$ cat src/rtl/nucleo_bichinho.sv
// Virtual-pet core: prescaled decay tick, menu/action/animation FSM, death and restart.
// Define NUCLEO_BICHINHO_IDADE_EN to add the 16-bit age counter output idade.
module nucleo_bichinho #(
    parameter int N_ATTR     = 3,
    parameter int ATTR_W     = 8,
    parameter int TICK_DIV   = 12000000,
    parameter int DEC_STEP   = 1,
    parameter int ACT_STEP   = 16,
    parameter int MENU_TO    = 5,
    parameter int ANIM_TICKS = 2
) (
    input  logic                     clk,
    input  logic                     rst,
    input  logic                     b_sel,
    input  logic                     b_ok,
    output logic [3:0]               estado,
    output logic [2:0]               sel,
    output logic [N_ATTR*ATTR_W-1:0] attr,
    output logic                     tick,
    output logic                     morreu
`ifdef NUCLEO_BICHINHO_IDADE_EN
    ,
    output logic [15:0]              idade
`endif
);

    localparam int PW = (TICK_DIV > 2) ? $clog2(TICK_DIV) : 1;
    localparam int MW = (MENU_TO > 1) ? $clog2(MENU_TO + 1) : 1;
    localparam int AW = (ANIM_TICKS > 1) ? $clog2(ANIM_TICKS + 1) : 1;
    localparam int SW = ATTR_W + 2;

    localparam logic [PW-1:0]        PRESC_LAST = PW'(TICK_DIV - 1);
    localparam logic [MW-1:0]        MENU_LAST  = MW'(MENU_TO - 1);
    localparam logic [AW-1:0]        ANIM_LAST  = AW'(ANIM_TICKS - 1);
    localparam logic [2:0]           SEL_LAST   = 3'(N_ATTR - 1);
    localparam logic [ATTR_W-1:0]    ATTR_MAX   = '1;
    localparam logic signed [SW-1:0] DEC_S      = SW'(DEC_STEP);
    localparam logic signed [SW-1:0] ACT_S      = SW'(ACT_STEP);

    typedef enum logic [3:0] {
        IDLE  = 4'd0,
        MENU  = 4'd1,
        ACAO  = 4'd2,
        ANIM  = 4'd3,
        MORTO = 4'd4
    } state_t;

    state_t                 state_q, state_n;
    logic [2:0]             sel_q, sel_n;
    logic [ATTR_W-1:0]      attr_q [N_ATTR];
    logic [ATTR_W-1:0]      attr_n [N_ATTR];
    logic [PW-1:0]          presc_q, presc_n;
    logic                   tick_q, tick_n;
    logic                   morreu_q, morreu_n;
    logic [MW-1:0]          menu_q, menu_n;
    logic [AW-1:0]          anim_q, anim_n;
    logic                   wrap, any_zero, dying, restart, act;
    logic signed [SW-1:0]   net;

    // Net value is never below -(2^ATTR_W) nor above 2^(ATTR_W+1)-1, so bit ATTR_W flags overflow.
    function automatic logic [ATTR_W-1:0] sat_attr(input logic signed [SW-1:0] v);
        if (v[SW-1])
            return '0;
        else if (v[ATTR_W])
            return ATTR_MAX;
        else
            return v[ATTR_W-1:0];
    endfunction

    always_comb begin
        wrap     = (presc_q == PRESC_LAST);
        any_zero = 1'b0;
        for (int i = 0; i < N_ATTR; i++) begin
            if (attr_q[i] == '0)
                any_zero = 1'b1;
        end
        // tick_q marks the cycle right after a decay update has landed
        dying    = tick_q && any_zero && (state_q != MORTO);
        restart  = (state_q == MORTO) && b_sel && b_ok;
    end

    always_comb begin
        state_n  = state_q;
        sel_n    = sel_q;
        menu_n   = menu_q;
        anim_n   = anim_q;
        act      = 1'b0;
        morreu_n = morreu_q;
        if (dying) begin
            state_n  = MORTO;
            morreu_n = 1'b1;
        end else begin
            case (state_q)
                IDLE: begin
                    if (b_sel) begin
                        state_n = MENU;
                        sel_n   = '0;
                        menu_n  = '0;
                    end
                end
                MENU: begin
                    if (b_ok) begin
                        state_n = ACAO;
                        menu_n  = '0;
                    end else if (b_sel) begin
                        sel_n  = (sel_q == SEL_LAST) ? 3'd0 : sel_q + 3'd1;
                        menu_n = '0;
                    end else if (wrap) begin
                        if (menu_q == MENU_LAST) begin
                            state_n = IDLE;
                            menu_n  = '0;
                        end else begin
                            menu_n = menu_q + 1'b1;
                        end
                    end
                end
                ACAO: begin
                    act     = 1'b1;
                    state_n = ANIM;
                    anim_n  = '0;
                end
                ANIM: begin
                    if (wrap) begin
                        if (anim_q == ANIM_LAST) begin
                            state_n = IDLE;
                            anim_n  = '0;
                        end else begin
                            anim_n = anim_q + 1'b1;
                        end
                    end
                end
                MORTO: begin
                    if (restart) begin
                        state_n  = IDLE;
                        sel_n    = '0;
                        morreu_n = 1'b0;
                        menu_n   = '0;
                        anim_n   = '0;
                    end
                end
                default: state_n = IDLE;
            endcase
        end
    end

    always_comb begin
        net = '0;
        for (int i = 0; i < N_ATTR; i++) begin
            attr_n[i] = attr_q[i];
            if (restart) begin
                attr_n[i] = ATTR_MAX;
            end else if (state_q != MORTO) begin
                net = $signed({2'b00, attr_q[i]});
                if (wrap)
                    net = net - DEC_S;
                if (act && (sel_q == 3'(i)))
                    net = net + ACT_S;
                attr_n[i] = sat_attr(net);
            end
        end
        presc_n = (restart || wrap) ? '0 : presc_q + 1'b1;
        tick_n  = wrap && !restart;
    end

    always_ff @(posedge clk or posedge rst) begin
        if (rst)
            state_q <= IDLE;
        else
            state_q <= state_n;
    end

    always_ff @(posedge clk or posedge rst) begin
        if (rst) begin
            sel_q    <= '0;
            presc_q  <= '0;
            tick_q   <= 1'b0;
            morreu_q <= 1'b0;
            menu_q   <= '0;
            anim_q   <= '0;
            for (int i = 0; i < N_ATTR; i++)
                attr_q[i] <= ATTR_MAX;
        end else begin
            sel_q    <= sel_n;
            presc_q  <= presc_n;
            tick_q   <= tick_n;
            morreu_q <= morreu_n;
            menu_q   <= menu_n;
            anim_q   <= anim_n;
            for (int i = 0; i < N_ATTR; i++)
                attr_q[i] <= attr_n[i];
        end
    end

`ifdef NUCLEO_BICHINHO_IDADE_EN
    logic [15:0] idade_q;

    always_ff @(posedge clk or posedge rst) begin
        if (rst)
            idade_q <= '0;
        else if (restart)
            idade_q <= '0;
        else if (wrap && (state_q != MORTO) && (idade_q != 16'hFFFF))
            idade_q <= idade_q + 16'd1;
    end

    assign idade = idade_q;
`endif

    assign estado = state_q;
    assign sel    = sel_q;
    assign tick   = tick_q;
    assign morreu = morreu_q;

    for (genvar g = 0; g < N_ATTR; g++) begin : g_pack
        assign attr[g*ATTR_W +: ATTR_W] = attr_q[g];
    end

endmodule

$ cat config.mk
export PLATFORM = sky130hd
export DESIGN_NAME = nucleo_bichinho
export DESIGN_NICKNAME = d
export VERILOG_FILES = /design/src/rtl/nucleo_bichinho.sv
export SDC_FILE = /design/constraint.sdc
export NUM_CORES = 1
export LEC_CHECK = 0
export CORE_MARGIN = 2
export CORE_UTILIZATION = 55
export CTS_BUF_LIST = sky130_fd_sc_hd__clkbuf_8 sky130_fd_sc_hd__clkbuf_16
export CTS_CLUSTER_SIZE = 10
export DETAILED_ROUTE_END_ITERATION = 16
export PLACE_DENSITY = 0.73
export SLEW_MARGIN = 20
export SYNTH_ARGS = -nofsm -noshare
export SYNTH_HDL_FRONTEND = slang
export SYNTH_SLANG_ARGS = --single-unit
$ cat constraint.sdc
create_clock -name clk -period 4.7 [get_ports clk]
set_input_delay 0.94 -clock clk [delete_from_list [all_inputs] [get_ports clk]]
set_output_delay 0.94 -clock clk [all_outputs]
set_load 0.05 [all_outputs]
## After elaboration in Yosys (flattened, before gate mapping)

Index checks and enable logic that the tools add are counted.

| cells by class | value |
|---|---|
| add/subtract/negate cells | 10 |
| eq/ne operators | 23 |
| multiplexer cells | 64 |
| bitwise gates (word level) | 1 |
| reductions and logical operators | 25 |

Operators by type and width:

| cell | number |
|---|---|
| $mux W10 | 18 |
| $mux W8 | 12 |
| $mux W4 | 9 |
| $add A10 B6 Y10 const B | 3 |
| $mux W3 | 9 |
| $sub A8 B1 Y9 const B | 3 |
| $add A24 B1 Y24 const B | 1 |
| $eq A24 B24 Y1 const B | 1 |
| $logic_not A8 Y1 | 3 |
| $mux W24 | 1 |
| $pmux W4 S5 | 1 |
| $pmux W3 S3 | 2 |
| $ne A4 B4 Y1 const B | 4 |
| $ne A3 B3 Y1 const B | 4 |
| $ne A2 B2 Y1 const B | 5 |
| $eq A4 B2 Y1 const B | 2 |
| $logic_and A1 B1 Y1 | 8 |
| $mux W1 | 8 |
| $reduce_and A7 Y1 | 1 |
| $add A3 B1 Y3 const B | 2 |
| $mux W2 | 3 |
| $pmux W2 S3 | 1 |
| $reduce_and A6 Y1 | 1 |
| $reduce_bool A2 Y1 | 3 |
| other kinds (17) | 18 |

| storage, ports and cells | value |
|---|---|
| flip-flop bits (word level) | 62 |
| input port bits | 4 |

## Depth between registers and ports, before layout

| logic depth | value |
|---|---|
| depth after elaboration | 15 |
| gate-level depth with buffers | 12 |
| gate-level depth less buffers | 11 |

## Worst setup path after synthesis

Ideal clock, no wire load.

| timing | value |
|---|---|
| kind | register to register |
| start | reg presc_q[13] |
| end | reg attr_q (netlist bit attr[3]) |
| arrival | 3.256 ns |
| required time | 4.614 ns |
| slack | 1.358 ns |
| stages on the path, launching flop included | 12 |
| path buffers | 1 |
| period minus slack after synthesis | 3.342 ns |
| cells stage by stage | dfrtp_1 or4b_1 or4_4 buf_6 nor3_1 xor2_1 ha_1 nor4b_1 o211ai_2 mux2i_4 a211oi_1 nor3_1 |

| between the ends | value |
|---|---|
| longest elaborated chain between the ends | 12 |

Ends and longest elaborated chain:

| element | line | RTL |
|---|---|---|
| start: declaration | 52 | `logic [PW-1:0] presc_q, presc_n;` |
| start signal: assignment | 184 | `presc_q <= presc_n;` |
| $eq A24 B24 Y1 * | 71 | `wrap = (presc_q == PRESC_LAST);` |
| $mux W10 * | 154 | `if (wrap)` |
| $mux W10 * | 152 | `end else if (state_q != MORTO) begin` |
| $mux W10 * | 150 | `if (restart) begin` |
| $add A10 B6 Y10 | 157 | `net = net + ACT_S;` |
| $mux W10 * | 156 | `if (act && (sel_q == 3'(i)))` |
| $mux W10 * | 152 |  |
| $mux W10 * | 150 |  |
| $mux W8 | 64 | `else if (v[ATTR_W])` |
| $mux W8 * | 62 | `if (v[SW-1])` |
| $mux W8 * | 152 |  |
| $mux W8 * | 150 |  |
| end signal: indexed assignment | 190 | `attr_q[i] <= attr_n[i];` |
| end: declaration | 50 | `logic [ATTR_W-1:0] attr_q [N_ATTR];` |

Mark *: on every way between the ends. The rest lies on a longest branch, timed or not. The select of a mux whose other input is x is not followed.
A chain may end at the register's enable or synchronous reset.

## Worst setup path in the final report

Ends and elaborated chain as after synthesis.

==> results.sh <==
export IMPL_status="complete, no violations"
export IMPL_cts_tree="yes"
export IMPL_post_cts_resized=0
export IMPL_dp_cells=627
export IMPL_yosysUniqueCellTypes=80
export IMPL_postCtsSetupBuffers=0
export IMPL_fillers=665
export IMPL_rows=32
export IMPL_ys_seq_elements=61
export IMPL_fin_skew_ps=8.95
export IMPL_synth_largest_area_cell="dfrtp_1"
export IMPL_clk_pin_slew_ps=70
export IMPL_rsz0062_at_grt="no"
export IMPL_cts_buffer_depth=2
export IMPL_die_area_um2=8700
export IMPL_wl_per_cell_um=18.2
export IMPL_port_buffer_count=35
export IMPL_hold_depth=1
export IMPL_synth_nets=516
export IMPL_critPathMaxFanout=12
export IMPL_routed_wl_mm=11.7
export IMPL_syn_inst=502
export IMPL_antenna_left=0
export IMPL_grt_total_usage=0.288
export IMPL_power_frac_comb=0.421
export IMPL_grt_pass1_vias=3901
export IMPL_drv_cap=0
export IMPL_dpl_hpwl_mm=8.31
export IMPL_grt_max_degree=39
export IMPL_p_sw_mw=1.17
export IMPL_timing_fmax_mhz=272
export IMPL_routabilityCongestion=0.955
export IMPL_synth_area_leaders="dfrtp_1, dfstp_2, nor2_1, xnor2_1, xor2_1"
export IMPL_synth_edf_count=0
export IMPL_initial_core_util=0.567
export IMPL_finalNonFillerCells=643
export IMPL_min_path_type="register to register"
export IMPL_seq_area_frac_synth=0.355
export IMPL_antenna_found_initial=0
export IMPL_critPathCaptureType="register"
export IMPL_yosysMostFrequentCell="nor2_1"
export IMPL_power_density_nw_per_um2=519
export IMPL_cts_made_buffers=9
export IMPL_die_height_um=93.3
export IMPL_clk_latency_ps=360
export IMPL_first_pass_iters=5
export IMPL_required_ps=4980
export IMPL_grt_overflow=0
export IMPL_worst_pin_slew_ps=875
export IMPL_p_sw_frac=0.446
export IMPL_r2r_cells=10
export IMPL_drtIter0Drc=260
export IMPL_relSlewSlack=0.411
export IMPL_slew_violations=0
export IMPL_synth_ff_type="dfrtp_1"
export IMPL_p_clk_frac=0.211
export IMPL_critPathKind="register to register"
export IMPL_root_buffer="clkbuf_8"
export IMPL_syn_avg_cell_area_um2=8.73
export IMPL_syn_to_final_growth_pct=15.7
export IMPL_cts_sinks=61
export IMPL_grt_pass1_wl_mm=19.7
export IMPL_seq_power_share=0.368
export IMPL_crit_arrival_ps=3950
export IMPL_core_area_um2=7730
export IMPL_ys_top_cells_by_count="nor2_1, dfrtp_1, nand2_1"
export IMPL_setup_tns_ps=0
export IMPL_ir_drop_v=0.000335
export IMPL_period_share=0.781
export IMPL_htree_levels=3
export IMPL_drc=0
export IMPL_io_pin_count=37
export IMPL_hold_slack_ps=488
export IMPL_layout_drive_gt1_share=0.150
export IMPL_yosys_warnings=0
export IMPL_die_x_um=93.3
export IMPL_fin_nets=550
export IMPL_p_int_mw=1.46
export IMPL_worst_setup_path_start_kind="register"
export IMPL_hold_buffers=0
export IMPL_vias=4082
export IMPL_viasPerCell=6.35
export IMPL_diodes=0
export IMPL_period_needed_ps=3670
export IMPL_synthArstFlopShare=1.00
export IMPL_synth_cell_area_um2=4380
export IMPL_hold_viol_final=0
export IMPL_leakagePower_nw=1.96
export IMPL_synth_top_area_frac=0.211
export IMPL_setup_viol=0
==> final cells by class <==
class	instances	area [µm²]	area share
Clock buffer	11	151	0.0299
Clock inverter	5	82.6	0.0163
Inverter	19	71.3	0.0141
Multi-Input combinational cell	402	2670	0.527
Sequential cell	61	1560	0.307
Tap cell	102	128	0.0252
Timing Repair Buffer	43	410	0.0810
==> final timing paths <==
kind	startpoint	endpoint	slack, ps
max	presc_q[13]	attr[3]	1030
min	presc_q[0]	presc_q[0]	490
max reg2reg	presc_q[13]	attr[3]	1030
min reg2reg	presc_q[0]	presc_q[0]	490
max in group asynchronous	rst	attr[10]	2770
min in group asynchronous	rst	presc_q[0]	1080
==> stage by stage <==
stage / worst slack [ps] / power (mW) / util / cell area, µm²
floorplan: 1360 / 1.73 / - / 4380
detailed placement: 1100 / 2.06 / 0.626 / 4830
CTS: 1040 / 2.63 / 0.656 / 5070
global route: 714 / 2.77 / 0.656 / 5070
global placement: 1240 / 2.05 / 0.626 / 4830
finish: 1030 / 2.63 / 0.656 / 5070
==> sequential cells by signal, indices dropped and copies added (netlist names) <==
register	count
attr	24
presc_q	24
estado	3
menu_q	3
sel	3
anim_q	2
morreu	1
tick	1
==> metal layers <==
layer | vias up | part of all wire | GRT usage
li1 | 1915 | - | -
met1 | 1969 | 0.47 | 0.408
met2 | 164 | 0.45 | 0.432
met3 | 34 | 0.063 | 0.0637
met4 | 0 | 0.023 | 0.104
met5 | - | 0 | 0
==> layout by cell type (no fill, tap or decap), types with 9 or more instances in the layout <==
cell type / count
dfstp_2: 24
nand3_1: 13
nor4_1: 9
a21oi_1: 18
inv_1: 18
clkbuf_8: 11
a211oi_1: 9
nand2_1: 33
o21ai_0: 25
nor2_1: 68
dfrtp_1: 37
clkdlybuf4s50_1: 35
and3_1: 10
xnor2_1: 19
xor2_1: 19
nand4_1: 12
nor3_1: 31
ha_1: 10
==> critical path, stage by stage (launching register included) <==
cell and delay, ps:
dfrtp_1 420, or4b_1 530, or4_4 630, nor3_1 300, xor2_1 270, ha_1 190, nor4b_1 480, o211ai_2 210
mux2i_4 260, a211oi_1 220, nor3_1 90
==> power by group through the flow <==
stage / clock network (mW) / logic (mW) / registers [mW]
finish: 0.556 / 1.11 / 0.967
global route: 0.587 / 1.19 / 0.994
CTS: 0.564 / 1.10 / 0.958
detailed placement: 0 / 1.10 / 0.964
global placement: 0 / 1.08 / 0.964
floorplan: 0 / 0.527 / 1.20
==> kinds of logic (layout without fill, tap and decap cells) <==
group | Yosys count | after routing | synth area share
adder cells (fa/ha/maj) | 10 | 10 | 0.0286
other | 1 | 1 | 0.000856
XOR/XNOR | 39 | 39 | 0.0797
AO/OA/AOI/OAI | 105 | 105 | 0.168
multiplexers | 9 | 9 | 0.0251
buffers and inverters | 39 | 78 | 0.0368
flip-flops | 61 | 61 | 0.355
AND/OR/NAND/NOR | 238 | 238 | 0.306
No activity file was read; power rests on OpenSTA's default activity.
